<file path="src/rtl/imem_loader.sv">
// Byte-serial program loader: parses a length/payload/checksum frame and writes
// big-endian 32-bit words into instruction memory while holding the CPU in reset.
module imem_loader #(
   parameter int          DEPTH_WORDS    = 256,
   parameter logic [31:0] BASE_ADDR      = 32'h0,
   parameter int          TIMEOUT_CYCLES = 65535
) (
   input  logic        SYS_clk,
   input  logic        SYS_reset,
   input  logic        LD_start,
   input  logic        LD_byte_valid,
   input  logic [7:0]  LD_byte,
   output logic        LD_byte_ready,
   output logic        IMEM_wr_en,
   output logic [31:0] IMEM_wr_addr,
   output logic [31:0] IMEM_wr_data,
   output logic        LD_cpu_hold,
   output logic        LD_busy,
   output logic        LD_done,
   output logic        LD_error,
   output logic [1:0]  LD_err_code
);

   localparam int          TW      = $clog2(TIMEOUT_CYCLES + 1);
   localparam logic [31:0] DEPTH_U = 32'(DEPTH_WORDS);

   typedef enum logic [2:0] {
      S_IDLE, S_LEN_HI, S_LEN_LO, S_DATA, S_WRITE, S_CSUM, S_DONE, S_ERROR
   } state_t;

   state_t        state;
   logic [7:0]    len_hi;
   logic [15:0]   n_words;
   logic [15:0]   word_cnt;
   logic [1:0]    byte_idx;
   logic [31:0]   word_sr;
   logic [31:0]   addr;
   logic [7:0]    csum;
   logic [TW-1:0] idle_cnt;

   logic        accept;
   logic [15:0] n_in;
   logic        len_bad;
   logic        timeout_hit;

   assign accept      = LD_byte_valid & LD_byte_ready;
   assign n_in        = {len_hi, LD_byte};
   assign len_bad     = (n_in == 16'd0) || ({16'd0, n_in} > DEPTH_U);
   assign timeout_hit = (idle_cnt == TW'(TIMEOUT_CYCLES - 1));

   always_ff @(posedge SYS_clk or posedge SYS_reset) begin
      if (SYS_reset) begin
         state         <= S_IDLE;
         len_hi        <= '0;
         n_words       <= '0;
         word_cnt      <= '0;
         byte_idx      <= '0;
         word_sr       <= '0;
         addr          <= '0;
         csum          <= '0;
         idle_cnt      <= '0;
         LD_byte_ready <= 1'b0;
         IMEM_wr_en    <= 1'b0;
         IMEM_wr_addr  <= '0;
         IMEM_wr_data  <= '0;
         LD_cpu_hold   <= 1'b0;
         LD_busy       <= 1'b0;
         LD_done       <= 1'b0;
         LD_error      <= 1'b0;
         LD_err_code   <= 2'd0;
      end else begin
         IMEM_wr_en <= 1'b0;
         case (state)
            // DONE and ERROR are sticky; a new start behaves exactly like IDLE.
            S_IDLE, S_DONE, S_ERROR: begin
               if (LD_start) begin
                  state         <= S_LEN_HI;
                  LD_busy       <= 1'b1;
                  LD_cpu_hold   <= 1'b1;
                  LD_done       <= 1'b0;
                  LD_error      <= 1'b0;
                  LD_err_code   <= 2'd0;
                  addr          <= BASE_ADDR;
                  csum          <= '0;
                  word_cnt      <= '0;
                  byte_idx      <= '0;
                  idle_cnt      <= '0;
                  LD_byte_ready <= 1'b1;
               end
            end
            S_LEN_HI, S_LEN_LO, S_DATA, S_CSUM: begin
               if (accept) begin
                  idle_cnt <= '0;
                  case (state)
                     S_LEN_HI: begin
                        len_hi <= LD_byte;
                        state  <= S_LEN_LO;
                     end
                     S_LEN_LO: begin
                        if (len_bad) begin
                           state         <= S_ERROR;
                           LD_error      <= 1'b1;
                           LD_busy       <= 1'b0;
                           LD_byte_ready <= 1'b0;
                           LD_err_code   <= 2'd1;
                        end else begin
                           n_words <= n_in;
                           state   <= S_DATA;
                        end
                     end
                     S_DATA: begin
                        csum     <= csum + LD_byte;
                        byte_idx <= byte_idx + 2'd1;
                        word_sr  <= {word_sr[23:0], LD_byte};
                        // Strobe is registered here so it is high during the WRITE cycle.
                        if (byte_idx == 2'd3) begin
                           state         <= S_WRITE;
                           LD_byte_ready <= 1'b0;
                           IMEM_wr_en    <= 1'b1;
                           IMEM_wr_addr  <= addr;
                           IMEM_wr_data  <= {word_sr[23:0], LD_byte};
                        end
                     end
                     S_CSUM: begin
                        LD_byte_ready <= 1'b0;
                        LD_busy       <= 1'b0;
                        if (LD_byte == csum) begin
                           state       <= S_DONE;
                           LD_done     <= 1'b1;
                           LD_cpu_hold <= 1'b0;
                        end else begin
                           state       <= S_ERROR;
                           LD_error    <= 1'b1;
                           LD_err_code <= 2'd2;
                        end
                     end
                     default: ;
                  endcase
               end else if (timeout_hit) begin
                  state         <= S_ERROR;
                  LD_error      <= 1'b1;
                  LD_busy       <= 1'b0;
                  LD_byte_ready <= 1'b0;
                  LD_err_code   <= 2'd3;
               end else begin
                  idle_cnt <= idle_cnt + 1'b1;
               end
            end
            S_WRITE: begin
               addr          <= addr + 32'd4;
               word_cnt      <= word_cnt + 16'd1;
               idle_cnt      <= '0;
               LD_byte_ready <= 1'b1;
               state         <= (word_cnt + 16'd1 == n_words) ? S_CSUM : S_DATA;
            end
            default: state <= S_IDLE;
         endcase
      end
   end

endmodule

</file>
<file path="config.mk">
export PLATFORM = sky130hd
export DESIGN_NAME = imem_loader
export DESIGN_NICKNAME = d
export VERILOG_FILES = /design/src/rtl/imem_loader.sv
export SDC_FILE = /design/constraint.sdc
export NUM_CORES = 1
export LEC_CHECK = 0
export ABC_AREA = 1
export CORE_AREA = 3 3 195 197
export DETAILED_ROUTE_END_ITERATION = 16
export DIE_AREA = 0 0 198 200
export PLACE_DENSITY = 0.37
export SLEW_MARGIN = 20
export SYNTH_ARGS = -nofsm -noshare
export SYNTH_HDL_FRONTEND = slang
export SYNTH_SLANG_ARGS = --single-unit
</file>
<file path="constraint.sdc">
create_clock -name SYS_clk -period 8.25 [get_ports SYS_clk]
set_input_delay 1.65 -clock SYS_clk [delete_from_list [all_inputs] [get_ports SYS_clk]]
set_output_delay 1.65 -clock SYS_clk [all_outputs]
set_load 0.05 [all_outputs]
</file>
## Word-level counts from Yosys, hierarchy flattened

Cells that the tools add are included.

- Add/sub/neg operators: 5
- $lt $le $gt $ge: 1
- Eq/ne operators: 24
- Mux-type cells: 59
- Bitwise logic cells: 2
- Reductions and logical operators: 19

Operators with widths:

| operator | count |
|---|---|
| 32-bit one-hot mux with 2 select lines | 1 |
| 16-bit 2-to-1 mux | 3 |
| 16-bit one-hot mux with 3 select lines | 1 |
| 16-bit by 1-bit adder with 16-bit output, second input constant | 2 |
| 32-bit by 3-bit adder with 32-bit output, second input constant | 1 |
| 32-bit 2-to-1 mux | 1 |
| 16-bit one-hot mux with 2 select lines | 1 |
| 8-bit 2-to-1 mux | 3 |
| 1-bit 2-to-1 mux | 22 |
| 3-bit 2-to-1 mux | 6 |
| 16-bit == test | 1 |
| 16-bit == test, second input constant | 1 |
| 16-bit by 9-bit greater-than comparator with 1-bit output, second input constant | 1 |
| 16-bit logical NOT | 1 |
| 4-bit inequality test, second input constant | 4 |
| 8-bit one-hot mux with 2 select lines | 1 |
| 4-bit AND reduction | 4 |
| 5-bit AND reduction | 3 |
| 2-bit 2-to-1 mux | 7 |
| 3-bit == test, second input constant | 4 |
| 1-bit one-hot mux with 2 select lines | 6 |
| 2-bit one-hot mux with 2 select lines | 3 |
| 3-bit one-hot mux with 4 select lines | 1 |
| 2-bit inequality test, second input constant | 5 |
| 21 further kinds | 27 |

- Bits in registers: 197
- Bits of input ports: 12
- Output and inout bits: 72
- Word-level logic and storage cells: 128

## Longest topological paths before layout

- Word-level depth: 6
- Gate-level depth with buffers: 16

## Least setup slack after synthesis

No wires, ideal clock.

- Path type: in2reg
- Start: input port LD_byte[0]
- End: register csum[6]
- Library setup time: 0.083 ns
- Arrival time: 2.997 ns
- Data required time: 8.167 ns
- Slack: 5.171 ns
- Stages: 13
- Path buffers: 0
- Cell sequence: ha_1 -> fa_1 -> nand2_1 -> inv_1 -> o21ai_0 -> nand2_1 -> nand2_1 -> inv_1 -> nor2_1 -> nor2_1 -> nor2_1 -> o21ai_0 -> o21ai_0

- Longest elaborated chain between the ends: 4

Ends and longest elaborated chain:

| element | RTL line | RTL |
|---|---|---|
| start: declaration | 12 | `input logic [7:0] LD_byte,` |
| 8-bit adder | 112 | `csum <= csum + LD_byte;` |
| 8-bit 2-to-1 mux | 94 | `case (state)` |
| 8-bit 2-to-1 mux | 92 | `if (accept) begin` |
| 8-bit one-hot mux with 2 select lines | 73 | `case (state)` |
| end signal: assignment | 112 |  |
| end: declaration | 38 | `logic [7:0] csum;` |

Every way passes these cells. The select of a mux whose other input is x is not followed.
A chain may end at the register's enable or synchronous reset.

## Worst setup path after layout

- Start: input port LD_byte_valid
- End: register IMEM_wr_addr[21]

- Longest elaborated chain between the ends: 2

Ends and longest elaborated chain:

| element | RTL line | RTL |
|---|---|---|
| start: declaration | 11 | `input logic LD_byte_valid,` |
| 1-bit AND | 46 | `assign accept = LD_byte_valid & LD_byte_ready;` |
| 4-bit AND reduction (no line) | - |  |
| end signal: assignment | 120 | `IMEM_wr_addr <= addr;` |
| end: declaration | 15 | `output logic [31:0] IMEM_wr_addr,` |

Every way passes these cells.

==> results.md <==
* Status: finished, final reports clean
* Mux contribution to synthesized area at 0.111%
* Crit end category: flop
* Buffers and inverters on the worst path at 5
* Inserted Clock Buffers at 17
* # setup viols final at 0
* Slowest CP cell: clkinv_1
* Vias in the first global route at 7,321
* Hold-critical path depth at 1
* Final worst path period need at 4.16 ns
* Hold EP: idle_cnt[8]$_DFFE_PP0P_
* DRC violations left at 0
* Diode count at 0
* Total Wirelength at 24,500 µm
* Clk buf depth at 2
* Adder-Cell Fraction of Synth Area at 1.88%
* Max VDD drop at 0.149 mV
* Cell Area, Synth at 9040 µm²
* DRT iter0 DRCs at 405
* CP required at 8.57 ns
* Wirelength per Cell at 14.9 µm
* CP Cell Sequence: clkdlybuf4s50_1 -> nand2_1 -> inv_1 -> nand2_1 -> buf_4 -> inv_2 -> nand2_4 -> clkinv_1 -> nand2_1 -> nand2_1
* IO Count at 84
* # port buffers at 81
* Slew @ Worst Pin at 0.929 ns
* Worst reg2reg endpoint: IMEM_wr_addr[21]$_DFFE_PP0P_
* Worst setup SP type: input pin
* Post-route cell area at 11,000 µm²
* Main combinational cell family by area after synthesis: simple AND/OR/NAND/NOR gates
* Post-CTS setup repair buffer count at 0
* Initial core utilization at 24.8%
* Delay-heaviest family, CP: buffers and inverters
* EDFF count, synth at 0
* Post-synth top flop: dfrtp_1
* Final nets at 1,192
* Flop-to-flop setup slack at 5.31 ns
* Synth unique cells at 49
* Clock Sinks at 193
* CP startpoint: LD_byte_valid
* Hold Fails Final Rpt at 0
* Final hold slack at 0.468 ns
* Leakage at 0.00501 µW
* Most used cell, CP: nand2_1
* Pin count of the biggest net entering global routing at 126
* Initial antenna violation count at 0
* Layout cells sized above 1 at 6.19%
* Crit Path Class: input pin to flop
* RR Startpoint: LD_byte_ready$_DFFE_PP0P_
* Max incr delay on CP at 0.67 ns
* Placed cell areas at 10,400 µm²
* RD Place Congestion at 0.761
* Clk_lat worst skew at 0.45 ns
* DRT antenna net count at 0
* Final Max Tran Viols at 0
* Post-CTS sizing at 0
* Ys Warns at 0
* Drt pass-1 iters at 4
* Hold-fix buffers, CTS at 0
* H-tree depth at 4
* Period utilisation layout at 50.4%
* Via-to-Cell Ratio at 4.31
* Area Overhead vs Synth at 21.2%
* TritonCTS clock tree: done
* Max Cap Viol at 0
* Row cnt at 70
* Worst Path Arrival at 4.48 ns
* Die area at 39,600 µm²
* Flops & latches, synth at 193
* Die Wd at 198 µm
* Worst-path clk slew at 0.08 ns
* Setup TNS at 0 ns
* Post-Synth Simple-Gate Area at 24.7%
* Synth Area in XOR/XNOR at 1.18%
* HPWL after detailed placement at 16,900 µm
* Ys async rst share at 100%
* GR Util All Layers at 13.0%
* Total global routing overflow at 0
* Hold WC Path Type: flop to flop
* Pwr dens at 258 nW/µm²
* Clk_skew at 0.0196 ns
* Via count at 7,103
* Average cell area after synthesis at 8.29 µm²
* Worst Path Max Fanout at 52
* Hold wc startpoint: idle_cnt[8]$_DFFE_PP0P_
* Setup WS pre-CTS at 3.50 ns
* Fmax at 241 MHz
* Root Driver: clkbuf_16
* Post-Synthesis Cells at 1,090
* Final setup margin at 4.09 ns
* RSZ-0062 raised after global routing: false
* Sequential area share after synthesis at 53.4%
* First-pass GRT wire length at 40,500 µm
* Die Y at 200 µm
* Synth Area in Compound Gates at 11.3%
* R2R cell count at 9
* Core ar. at 36,400 µm²
* Slew headroom at 38.1%
## worst register-to-register path: cells and delay by family, from the launching register on
family,cells,cell delay [ns]
buffers and inverters,4,1.46
DFF,1,0.42
and+or+nand+nor,5,0.93
## worst max-delay path by stage
stage / end / slack [ns] / cells after the start
3_3_place_gp: IMEM_wr_data[31]$_DFFE_PP0P_ / 3.57 / 10
6_report: IMEM_wr_addr[21]$_DFFE_PP0P_ / 4.09 / 10
5_1_grt: IMEM_wr_data[28]$_DFFE_PP0P_ / 3.74 / 10
4_1_cts: IMEM_wr_data[28]$_DFFE_PP0P_ / 3.97 / 10
2_1_floorplan: IMEM_wr_addr[10]$_DFFE_PP0P_ / 1.34 / 1
3_5_place_dp: IMEM_wr_addr[17]$_DFFE_PP0P_ / 3.50 / 10
## power by group
part           internal (µW)  switching, µW
Clock                    466            395
Sequential              1090            105
Combinational            230            542
Total                   1780           1040
## Yosys cell counts (5+ instances only)
| cell | n | area [µm²] |
|---|---|---|
| inv_2 | 5 | 18.8 |
| nor2_1 | 73 | 274 |
| nand4_1 | 17 | 106 |
| a21oi_1 | 30 | 150 |
| o21ai_0 | 127 | 636 |
| ha_1 | 12 | 150 |
| dfrtp_1 | 193 | 4830 |
| nor3_1 | 16 | 80.1 |
| o22ai_1 | 9 | 56.3 |
| nand2_1 | 310 | 1160 |
| clkbuf_1 | 18 | 67.6 |
| xor2_1 | 6 | 52.6 |
| nand2_2 | 8 | 50.1 |
| a22o_1 | 5 | 43.8 |
| buf_2 | 7 | 35.0 |
| nor2_2 | 8 | 50.1 |
| inv_1 | 136 | 510 |
| nand3_1 | 53 | 265 |
## cell usage in the layout, fill, tap and decap left out, types with 5 or more instances in the layout
cell / count
a22o_1: 5
nor2_1: 73
o22ai_1: 9
a21oi_1: 30
inv_1: 135
xor2_1: 6
nand4_1: 17
nand2_2: 7
inv_2: 5
nand3_1: 52
clkdlybuf4s50_1: 81
ha_1: 12
nor3_1: 16
dfrtp_1: 193
nand2_4: 5
nor2_2: 8
clkbuf_16: 17
nand2_1: 310
buf_4: 5
o21ai_0: 127
## layout make-up
type / count / area (µm²)
fillers: 3903 / 25500
well taps: 468 / 586
multi-input cells: 727 / 3560
repair buffers: 86 / 848
clock inverters: 10 / 124
clock buffers: 21 / 460
flip-flops and latches: 193 / 4830
inverters: 142 / 541
## registers in the layout (all words and copies together) (netlist names)
name / cells
word_cnt: 16
state: 3
csum: 8
LD_error: 1
len_hi: 8
n_words: 16
IMEM_wr_en: 1
LD_byte_ready: 1
IMEM_wr_addr: 30
idle_cnt: 16
IMEM_wr_data: 32
byte_idx: 2
LD_err_code: 2
addr: 30
LD_busy: 1
word_sr: 24
LD_done: 1
LD_cpu_hold: 1
## stage by stage
step                      util, %  instances  power, µW
after floorplan                 -       1091       1730
after global placement       28.4       1616       2010
after detailed placement     28.4       1616       2010
after CTS                    30.0       1647       2890
after global routing         30.1       1647       3030
final                        30.1       1647       2830
## per-layer routing
| layer | track usage [%] | share of wire, % |
|---|---|---|
| met4 | 3.56 | 1.2 |
| met5 | 0 | 0 |
| met2 | 21.4 | 48 |
| met3 | 2.35 | 2.4 |
| met1 | 17.7 | 49 |
## cell families (layout without fill, tap and decap cells)
family | count (synthesis) | in the layout
compound gates | 189 | 189
xor+xnor | 9 | 9
fa+ha+maj | 13 | 13
buf+inv | 171 | 259
flops | 193 | 193
mux | 1 | 1
other cells | 1 | 2
simple gates | 513 | 513
Note: power is estimated with default switching activity, not from simulation.
